`src/rtl/tokenizer_pkg.sv`:
```
// tokenizer_pkg: token codes, lexer states and ASCII ranges shared by the lexer and the nesting checker
package tokenizer_pkg;

    typedef logic [1:0] tok_t;

    localparam tok_t TOK_OTHER = 2'd0;
    localparam tok_t TOK_BEGIN = 2'd1;
    localparam tok_t TOK_END   = 2'd2;

    typedef enum logic [3:0] {
        S_IDLE, S_B, S_BE, S_BEG, S_BEGI, S_BEGIN, S_E, S_EN, S_END, S_OTHER
    } state_t;

    localparam logic [7:0] UPPER_LO = 8'h41;
    localparam logic [7:0] UPPER_HI = 8'h5A;
    localparam logic [7:0] LOWER_LO = 8'h61;
    localparam logic [7:0] LOWER_HI = 8'h7A;

    // Next keyword-match state for a folded letter; any miss falls into S_OTHER for the rest of the word
    function automatic state_t next_state(input state_t s, input logic [7:0] c);
        case (s)
            S_IDLE:  return c == "b" ? S_B : c == "e" ? S_E : S_OTHER;
            S_B:     return c == "e" ? S_BE    : S_OTHER;
            S_BE:    return c == "g" ? S_BEG   : S_OTHER;
            S_BEG:   return c == "i" ? S_BEGI  : S_OTHER;
            S_BEGI:  return c == "n" ? S_BEGIN : S_OTHER;
            S_E:     return c == "n" ? S_EN    : S_OTHER;
            S_EN:    return c == "d" ? S_END   : S_OTHER;
            default: return S_OTHER;
        endcase
    endfunction

    // Only complete keywords classify; prefixes and extensions are ordinary words
    function automatic tok_t tok_of(input state_t s);
        return s == S_BEGIN ? TOK_BEGIN : s == S_END ? TOK_END : TOK_OTHER;
    endfunction

endpackage

```
`src/rtl/char_classifier.sv`:
```
// char_classifier: flags ASCII letters and folds them to lower case, passing other bytes through
module char_classifier
    import tokenizer_pkg::*;
(
    input  logic [7:0] ch,
    output logic       is_letter,
    output logic [7:0] folded
);

    // Setting bit 5 lower-cases a letter; it is applied to letters only so delimiters stay intact
    always_comb begin
        is_letter = (ch >= UPPER_LO && ch <= UPPER_HI) || (ch >= LOWER_LO && ch <= LOWER_HI);
        folded    = is_letter ? (ch | 8'h20) : ch;
    end

endmodule

```
`src/rtl/keyword_tokenizer.sv`:
```
// keyword_tokenizer: splits a character stream into words and strobes a BEGIN/END/OTHER token per word
module keyword_tokenizer
    import tokenizer_pkg::*;
#(
    parameter int LEN_W = 5
) (
    input  logic             clk,
    input  logic             reset,
    input  logic [7:0]       in,
    input  logic             in_valid,
    output logic             tok_valid,
    output tok_t             tok,
    output logic [LEN_W-1:0] word_len
);

    logic             is_letter;
    logic [7:0]       folded;
    state_t           state;
    logic [LEN_W-1:0] len;

    char_classifier u_class (
        .ch       (in),
        .is_letter(is_letter),
        .folded   (folded)
    );

    // Letters advance the matcher and the saturating length; the first delimiter after a word emits it
    always_ff @(posedge clk) begin
        if (reset) begin
            state     <= S_IDLE;
            len       <= '0;
            tok_valid <= 1'b0;
            tok       <= TOK_OTHER;
            word_len  <= '0;
        end else begin
            tok_valid <= 1'b0;
            if (in_valid && is_letter) begin
                state <= next_state(state, folded);
                len   <= &len ? len : len + 1'b1;
            end else if (in_valid && state != S_IDLE) begin
                tok_valid <= 1'b1;
                tok       <= tok_of(state);
                word_len  <= len;
                state     <= S_IDLE;
                len       <= '0;
            end
        end
    end

endmodule

```
`config.mk`:
```
export PLATFORM = sky130hd
export DESIGN_NAME = keyword_tokenizer
export DESIGN_NICKNAME = d
export VERILOG_FILES = /design/src/rtl/tokenizer_pkg.sv /design/src/rtl/char_classifier.sv /design/src/rtl/keyword_tokenizer.sv
export SDC_FILE = /design/constraint.sdc
export NUM_CORES = 1
export LEC_CHECK = 0
export ABC_AREA = 1
export BUFFER_PORTS_ARGS = -buffer_cell sky130_fd_sc_hd__clkbuf_2
export CORE_ASPECT_RATIO = 0.6
export CORE_MARGIN = 2
export CORE_UTILIZATION = 48
export CTS_CLUSTER_SIZE = 10
export DETAILED_ROUTE_END_ITERATION = 8
export PLACE_DENSITY_LB_ADDON = 0.1
export RECOVER_POWER = 25
export SETUP_SLACK_MARGIN = 0.5
export SLEW_MARGIN = 0
export SYNTH_ARGS = -nofsm -noshare
export SYNTH_HDL_FRONTEND = slang
export SYNTH_SLANG_ARGS = --single-unit
```
`constraint.sdc`:
```
create_clock -name clk -period 1.5 [get_ports clk]
set_input_delay 0.3 -clock clk [delete_from_list [all_inputs] [get_ports clk]]
set_output_delay 0.3 -clock clk [all_outputs]
set_load 0.03 [all_outputs]
```
# Word level (Yosys, flattened, before mapping)
# Index checks and enable logic that the tools add are counted.
[word_totals]
ff_bits = 17
input_bits = 11
elab_cells = 56
[classes]
addsub = 1
magnitude_cmp = 4
eq_ne = 15
muxes = 18
bitwise_logic = 1
n_reduce_logical = 12
[op_table]
columns = ["cell", "count"]
rows = [
  ["$eq 8x7->1 const B", 6],
  ["$mux 4", 9],
  ["$pmux 4 s7", 1],
  ["$eq 4x3->1 const B", 4],
  ["$ge 8x7->1 const B", 2],
  ["$le 8x7->1 const B", 2],
  ["$mux 5", 3],
  ["$eq 4x2->1 const B", 2],
  ["$mux 6", 1],
  ["$add 5x1->5 const B", 1],
  ["$reduce_and 5->1", 1],
  ["$eq 4x1->1 const B", 1],
  ["$eq 4x4->1 const B", 1],
  ["$logic_and 1x1->1", 4],
  ["$logic_not 4->1", 1],
  ["$mux 2", 2],
  ["$reduce_and 2->1", 2],
  ["$reduce_bool 4->1", 1],
  ["$mux 1", 2],
  ["$ne 2x2->1 const B", 1],
  ["$reduce_bool 2->1", 1],
  ["$reduce_or 2->1", 1],
  ["$logic_or 1x1->1", 1],
  ["$not 1->1", 1],
]

# Longest topological paths before layout
# Gate-level depths: netlist of the first run.
[logic_depth]
ltp_word = 9
depth_mapped = 12

# Modules after synthesis
# Synthesis of the first run repeated with hierarchy kept, for this count alone.
[unflattened]
hier_cells = 185
hier_area_um2 = 1171.1
[modules_own_cells]
columns = ["mod", "instances", "cells_per_inst", "area_each_um2"]
rows = [
  ["keyword_tokenizer", 1, 161, 1038.5],
  ["char_classifier", 1, 24, 132.6],
]

# Worst setup path after synthesis of the first run
# Ideal clock, no wire load.
[synth_timing]
path_kind = "register -> register"
from = "register len[0]"
to = "register len[1]"
arrival_ns = 1.262
t_required_ns = 1.367
setup_slack_ns = 0.104
stages_incl_launch_ff = 10
synth_period_minus_slack_ns = 1.396
path_cell_list = "dfxtp_1 > ha_1 > nand2_1 > nor2_1 > ha_1 > or2_1 > nand2_1 > inv_1 > nand2_1 > a21oi_1"
[synth_between]
elab_chain_cells = 3
elab_cells_between_ends = 6
classes_between = "1 x add/sub; 1 x eq/ne; 2 x mux; 2 x reduce/logical"
[synth_rtl]
columns = ["element", "line", "text"]
rows = [
  ["from (decl)", "keyword_tokenizer.sv:19", "logic [LEN_W-1:0] len;"],
  ["from (signal assigned)", "keyword_tokenizer.sv:39", "len <= &len ? len : len + 1'b1;"],
  ["$add 5x1->5 / $reduce_and 5->1 (equally long branches)", "keyword_tokenizer.sv:39", ""],
  ["$mux 5 / $ne 2x2->1 (equally long branches)", "-", ""],
  ["$mux 5 / $reduce_and 2->1 (equally long branches)", "-", ""],
]
# Several ways; a longest one is shown, not always the timed one. The select of a mux whose other input is x is not followed.
# A chain may end at the register's enable or synchronous reset.

# Worst setup path in the final report of the first run
[layout_timing]
from = "register state[2]"
to = "register word_len[1]"
[layout_between]
elab_chain_cells = 3
[layout_rtl]
columns = ["element", "line", "text"]
rows = [
  ["from (decl)", "keyword_tokenizer.sv:18", "state_t state;"],
  ["from (signal assigned)", "keyword_tokenizer.sv:38", "state <= next_state(state, folded);"],
  ["$reduce_bool 4->1", "keyword_tokenizer.sv:40", "end else if (in_valid && state != S_IDLE) begin"],
  ["$logic_and 1x1->1", "keyword_tokenizer.sv:40", ""],
  ["$reduce_and 2->1 (no source line)", "-", ""],
  ["to (signal assigned)", "keyword_tokenizer.sv:43", "word_len <= len;"],
  ["to (decl)", "keyword_tokenizer.sv:13", "output logic [LEN_W-1:0] word_len"],
]
# No other way between the ends.

==> results.py, run 1 <==
metrics = {
    "placed_design": {
        "place_inst": 206,
        "port-buffer-count": 18,
        "globalplace.congestion": 0.847,
        "dp_worst_setup_slack_ns": 0.0185,
        "hpwl_um": 1900,
    },
    "sta": {
        "fin_crit_ns": 1.38,
        "hold_viol": 0,
        "slew_headroom": 0.786,
        "holdWs_ns": 0.309,
        "worst-slew-pin-transition_ns": 0.319,
        "rsz0062_at_grt": "yes",
        "max_freq_ghz": 0.726,
        "setup-tns-final_ns": 0,
        "fin_crit_sh": 0.918,
        "finalClockSkew_ns": 0.0105,
        "setup_viol_count_final": 0,
        "maxSlewViolCount": 0,
        "layout_setup_ws_ns": 0.123,
    },
    "clock_tree": {
        "cts_sinks": 17,
        "cts_buffers": 3,
        "ctsHoldBuffers": 0,
        "clk_latency_ns": 0.29,
        "cts_root_buffer": "clkbuf_4",
        "htree_levels": 1,
        "cts_tree": "done",
        "cts.path.max_buffers": 2,
        "clk_pin_slew_ns": 0.10,
    },
    "setup_path": {
        "cp.depth": 8,
        "arrival_ns": 1.56,
        "max_stage_delay_ns": 0.35,
        "critPathTopFamily": "simple AND/OR/NAND/NOR gates",
        "slowest_stage": "dfxtp_2",
        "startpoint_type": "register",
        "cp.required_ns": 1.68,
        "endpoint_kind": "register",
        "crit_chain": "inv_2, nand2_4, nor3_4, nor2_4, nand2_4, clkinvlp_4, nor2_1, nor2_1",
        "critPathMaxFanout": 7,
        "path_buf_inv": 2,
        "rrSetupSlack_ns": 0.12,
        "reg2reg_depth": 8,
        "criticalPathCategory": "reg2reg",
    },
    "yosys": {
        "synth_area_leaders": "dfxtp_1 (33%), nand2_1 (14%), nor2_1 (7.9%)",
        "syn_area_um2": 1040,
        "synth_largest_area_cell": "dfxtp_1",
        "synth_area_per_cell_um2": 6.55,
        "yosysSeqAreaShare": 0.327,
        "synth-async-reset-ratio": 0,
        "synth_cell_types": 23,
        "yosysTopAreaCellShare": 0.327,
        "synth-seq-cells": 17,
        "synth_fp_nets": 172,
        "yosysWarningCount": 0,
        "synth_ff_type": "dfxtp_1",
        "netlist_instances": 159,
        "synth-edff-count": 0,
    },
    "power": {
        "p_leak_nw": 0.708,
        "powerDensity_nw_per_um2": 613,
        "power.total_mw": 0.999,
        "ir_worst_vdd_uv": 410,
    },
    "global_routing": {
        "grt_max_degree": 11,
        "grt_usage": 0.264,
        "grt_pass1_wl_um": 5040,
        "antenna_found_initial": 0,
        "grt_pass1_vias": 1096,
        "grt_overflow": 0,
    },
    "routing": {
        "post_drt_wl_per_cell_um": 14.1,
        "dr_total_vias": 1205,
        "ant_nets": 0,
        "via_per_inst": 5.31,
        "firstDrtPassIters": 4,
        "routed_wl_um": 3190,
        "dr.first_iter.drc_count": 77,
        "drc": 0,
    },
    "floorplanning": {
        "core_area_um2": 1950,
        "die_w_um": 64.1,
        "die_h_um": 40.1,
        "rows": 12,
        "io_pins": 19,
        "initial_core_util": 0.533,
        "dieArea_um2": 2570,
    },
    "finish": {
        "multi_input_area_um2": 795,
        "mostFrequentLayoutCells": "nand2_1 (29), nor2_1 (14), buf_4 (14)",
        "regArea_um2": 355,
        "drive_above_1_share": 0.497,
        "final_cell_count_no_fill": 227,
        "area_growth_pct": 56.5,
        "final_common_cell": "nand2_1",
        "fillerInstances": 133,
        "nets": 213,
        "n_antenna_cell": 0,
    },
    "status": {
        "status": "finished, final reports clean",
    },
    "hold_path": {
        "min-delay-path-class": "in2reg",
        "hold-path-cell-count": 2,
    },
    "job": {
        "max_cap_violations": 0,
    },
}
[sequential cells by signal, indices dropped and copies added, names as in the netlist]
signal / count
state: 4
tok_valid: 1
word_len: 5
tok: 2
len: 5
[logic make-up (layout without fill, tap and decap cells)]
group / Yosys count / count (layout) / synth area share
AOI/OAI and AO/OA: 24 / 24 / 0.127
DFF: 17 / 17 / 0.327
adders and majority gates: 2 / 2 / 0.0240
buffers and inverters: 22 / 61 / 0.0793
and+or+nand+nor: 93 / 94 / 0.434
xor gates and xnor gates: 1 / 1 / 0.00841
[worst register-to-register path, cell delays in order, from the launching register on]
cell and delay (ns):
dfxtp_2 0.35, inv_2 0.08, nand2_4 0.06, nor3_4 0.22
nor2_4 0.07, nand2_4 0.15, clkinvlp_4 0.17, nor2_1 0.11
nor2_1 0.06
[stage by stage]
| step | cell area, um^2 | util |
|---|---|---|
| after floorplan | 1050 | - |
| after global placement | 1200 | 0.617 |
| after detailed placement | 1200 | 0.617 |
| after CTS | 1510 | 0.772 |
| after global routing | 1630 | 0.835 |
| final | 1630 | 0.835 |
[worst paths after layout]
kind / start / end
min reg2reg: len[3] / len[3]
max: state[2] / word_len[1]
min: reset / state[3]
max reg2reg: state[2] / word_len[1]
[cell type report]
cell class / count / share of cell area
Clock buffer: 3 / 0.0138
Clock inverter: 1 / 0.00307
Inverter: 21 / 0.0561
Multi-Input combinational cell: 121 / 0.488
Sequential cell: 17 / 0.218
Tap cell: 28 / 0.0215
Timing Repair Buffer: 35 / 0.195
Timing Repair inverter: 1 / 0.00461
[synthesized netlist by cell type (2+ instances only)]
master and number:
o21ai_1 3, a21oi_1 9, or2_1 2, nor3_1 6, nand3_1 10, inv_2 6, ha_1 2, inv_1 15
nor2_1 22, a21oi_2 2, nand2_1 39, nand2_2 2, nand4_1 6, o21ai_0 9, nor3_4 2, dfxtp_1 17
[routing by layer]
metal | share of wire | vias up | GRT usage | routed length [um]
met5 | 0 | - | 0 | 0
met4 | 0.0041 | 0 | 0.0479 | 13
met3 | 0.069 | 2 | 0.0618 | 221
met2 | 0.46 | 48 | 0.458 | 1460
met1 | 0.47 | 551 | 0.350 | 1490
li1 | - | 604 | - | -
[report_power, final]
part	internal [mW]	switching, mW	leakage (nW)
clock network	0.0991	0.142	0.0177
registers	0.465	0.0175	0.142
logic	0.116	0.160	0.548
[what timing repair did]
| action | CTS | global route |
|---|---|---|
| setup buffers | 11 | 4 |
| gates resized for setup | 53 | 34 |
| endpoints found under the setup margin | 25 | 25 |
| hold endpoints to repair | 0 | 0 |
| pin swaps | 9 | 14 |
| gates cloned | 1 | 1 |
Note: power is estimated with default switching activity, not from simulation.
==> inputs of run 2 (changes only) <==
--- a/config.mk
+++ b/config.mk
@@ -7,9 +7,11 @@
 export LEC_CHECK = 0
 export ABC_AREA = 1
 export BUFFER_PORTS_ARGS = -buffer_cell sky130_fd_sc_hd__clkbuf_2
+export CELL_PAD_IN_SITES_DETAIL_PLACEMENT = 1
+export CELL_PAD_IN_SITES_GLOBAL_PLACEMENT = 2
 export CORE_ASPECT_RATIO = 0.6
 export CORE_MARGIN = 2
-export CORE_UTILIZATION = 48
+export CORE_UTILIZATION = 26
 export CTS_CLUSTER_SIZE = 10
 export DETAILED_ROUTE_END_ITERATION = 8
 export PLACE_DENSITY_LB_ADDON = 0.1
==> run 2 against run 1 <==
Clock-buffer cell count unchanged. Non-clock buffer count rose by 4. Worst setup slack better by 0.017 ns. Cell area increased by 0.31%. Highest routed layer unchanged. Combinational power shrank 6%. Worst hold slack improved by 0.071 ns. Critical path type unchanged. Clock power rose by 46%. Largest cell class unchanged.
==> results.py, run 2 (synthesis gave the netlist of run 1 again) <==
metrics = {
    "floorplanning": {
        "rows": 17,
        "io_pins": 19,
        "initial_core_util": 0.278,
        "core_area_um2": 3740,
        "dieArea_um2": 4540,
        "die_w_um": 85.7,
        "die_h_um": 53.0,
    },
    "clock_tree": {
        "cts.path.max_buffers": 2,
        "htree_levels": 1,
        "cts_sinks": 17,
        "cts_buffers": 3,
        "cts_tree": "done",
        "clk_latency_ns": 0.26,
        "cts_root_buffer": "clkbuf_8",
        "clk_pin_slew_ns": 0.07,
    },
    "global_routing": {
        "grt_max_degree": 11,
        "grt-busiest-layer": "met2",
        "grt.met1_usage": 0.245,
        "grt_pass1_wl_um": 5880,
        "grt_overflow": 0,
        "gr-usage-met2": 0.262,
        "antenna_found_initial": 0,
        "grt_pass1_vias": 1244,
        "use_met3": 0.0468,
        "grt_usage": 0.171,
    },
    "setup_path": {
        "endpoint_kind": "register",
        "max_stage_delay_ns": 0.34,
        "worst_r2r_endpoint": "len[3]",
        "r2r-start": "len[1]",
        "rrSetupSlack_ns": 0.14,
        "crit_chain": "ha_4, nand2_2, nor2_2, ha_2, or2_4, nand2_2, inv_2, nand2_1, a21oi_2",
        "critPathMaxFanout": 4,
        "reg2reg_depth": 9,
        "critPathTopFamily": "simple AND/OR/NAND/NOR gates",
        "slowest_stage": "dfxtp_2",
        "startpoint_type": "register",
        "arrival_ns": 1.51,
        "worst_path_most_repeated_cell": "nand2_2",
        "cp.required_ns": 1.65,
        "criticalPathCategory": "reg2reg",
        "path_buf_inv": 1,
    },
    "placed_design": {
        "globalplace.congestion": 0.849,
        "port-buffer-count": 18,
        "hpwl_um": 2610,
        "place_inst": 230,
        "placed_cell_area_um2": 1260,
    },
    "routing": {
        "routed_wl_um": 3490,
        "ant_nets": 0,
        "dr_total_vias": 1192,
        "firstDrtPassIters": 4,
        "dr.first_iter.drc_count": 47,
        "post_drt_wl_per_cell_um": 14.0,
        "via_per_inst": 4.79,
        "drc": 0,
    },
    "power": {
        "p_leak_nw": 0.728,
        "powerDensity_nw_per_um2": 668,
        "ir_worst_vdd_uv": 413,
    },
    "finish": {
        "nets": 216,
        "mostFrequentLayoutCells": "nand2_1 (33), buf_4 (18), nor2_1 (15)",
        "final_cell_count_no_fill": 249,
        "finalInstanceArea_um2": 1630,
        "largestRegisters": "len (5), word_len (5), state (4)",
        "n_antenna_cell": 0,
        "final_common_cell": "nand2_1",
        "area_growth_pct": 57.0,
        "drive_above_1_share": 0.446,
    },
    "sta": {
        "slew_headroom": 0.751,
        "max_freq_ghz": 0.735,
        "finalClockSkew_ns": 0.00377,
        "fin_crit_sh": 0.906,
        "rsz0062_at_grt": "yes",
        "worst-slew-pin-transition_ns": 0.370,
        "fin_crit_ns": 1.36,
        "maxSlewViolCount": 0,
        "setup_viol_count_final": 0,
        "hold_viol": 0,
    },
    "hold_path": {
        "hold-path-cell-count": 3,
        "min_from": "reset",
        "min-delay-path-class": "in2reg",
        "worstHoldEndpoint": "state[1]",
    },
    "job": {
        "max_cap_violations": 0,
    },
    "status": {
        "status": "finished, final reports clean",
    },
}
[run 2: worst max-delay path by stage]
stage | startpoint | to | cells past startpoint
after global placement | in[2] | state[3] | 12
after global routing | state[3] | word_len[2] | 8
final | len[1] | len[3] | 9
after detailed placement | in[2] | state[3] | 12
after floorplan | len[1] | len[1] | 9
after CTS | len[1] | len[3] | 9
[run 2: report_power, final]
part,switching (mW),total (mW),internal (mW)
sequential,0.0152,0.480,0.465
clock,0.167,0.352,0.185
combinational,0.147,0.260,0.113
total,0.329,1.09,0.763
[run 2: what timing repair did]
item                       CTS  global route
buffers inserted            12             2
setup endpoints to repair   25            25
cloned                       1             0
hold buffers                 0             0
pin swaps                    7            10
resized for setup           52            18
[run 2: worst register-to-register path, stage by stage, from the launching register on]
cell and delay, ns:
dfxtp_2 0.34, ha_4 0.16, nand2_2 0.07, nor2_2 0.04, ha_2 0.16, or2_4 0.24
nand2_2 0.07, inv_2 0.05, nand2_1 0.07, a21oi_2 0.05
[run 2: per-layer routing]
metal / part of all wire / wire length [um]
met4: 0.0040 / 14
met5: 0 / 0
met2: 0.42 / 1470
met3: 0.032 / 112
met1: 0.54 / 1900
[run 2: final cells by class]
| class | count | area [um^2] |
|---|---|---|
| Tap cell | 47 | 58.8 |
| Sequential cell | 17 | 355 |
| Timing Repair Buffer | 39 | 348 |
| Inverter | 21 | 86.3 |
| Clock inverter | 1 | 5.00 |
| Fill cell | 469 | 2110 |
| Multi-Input combinational cell | 120 | 732 |
| Clock buffer | 3 | 41.3 |
| Timing Repair inverter | 1 | 7.51 |
[run 2: per-stage QoR]
stage	power (mW)	hold slack, ns	setup TNS [ns]	util	setup slack (ns)
2_1_floorplan	0.606	0.432	0	-	0.172
3_3_place_gp	0.675	0.457	0	0.338	0.0142
3_5_place_dp	0.681	0.475	-0.0111	0.338	-0.0111
4_1_cts	1.09	0.373	0	0.421	0.144
5_1_grt	1.15	0.394	0	0.436	0.0709
6_report	1.09	0.380	0	0.436	0.140
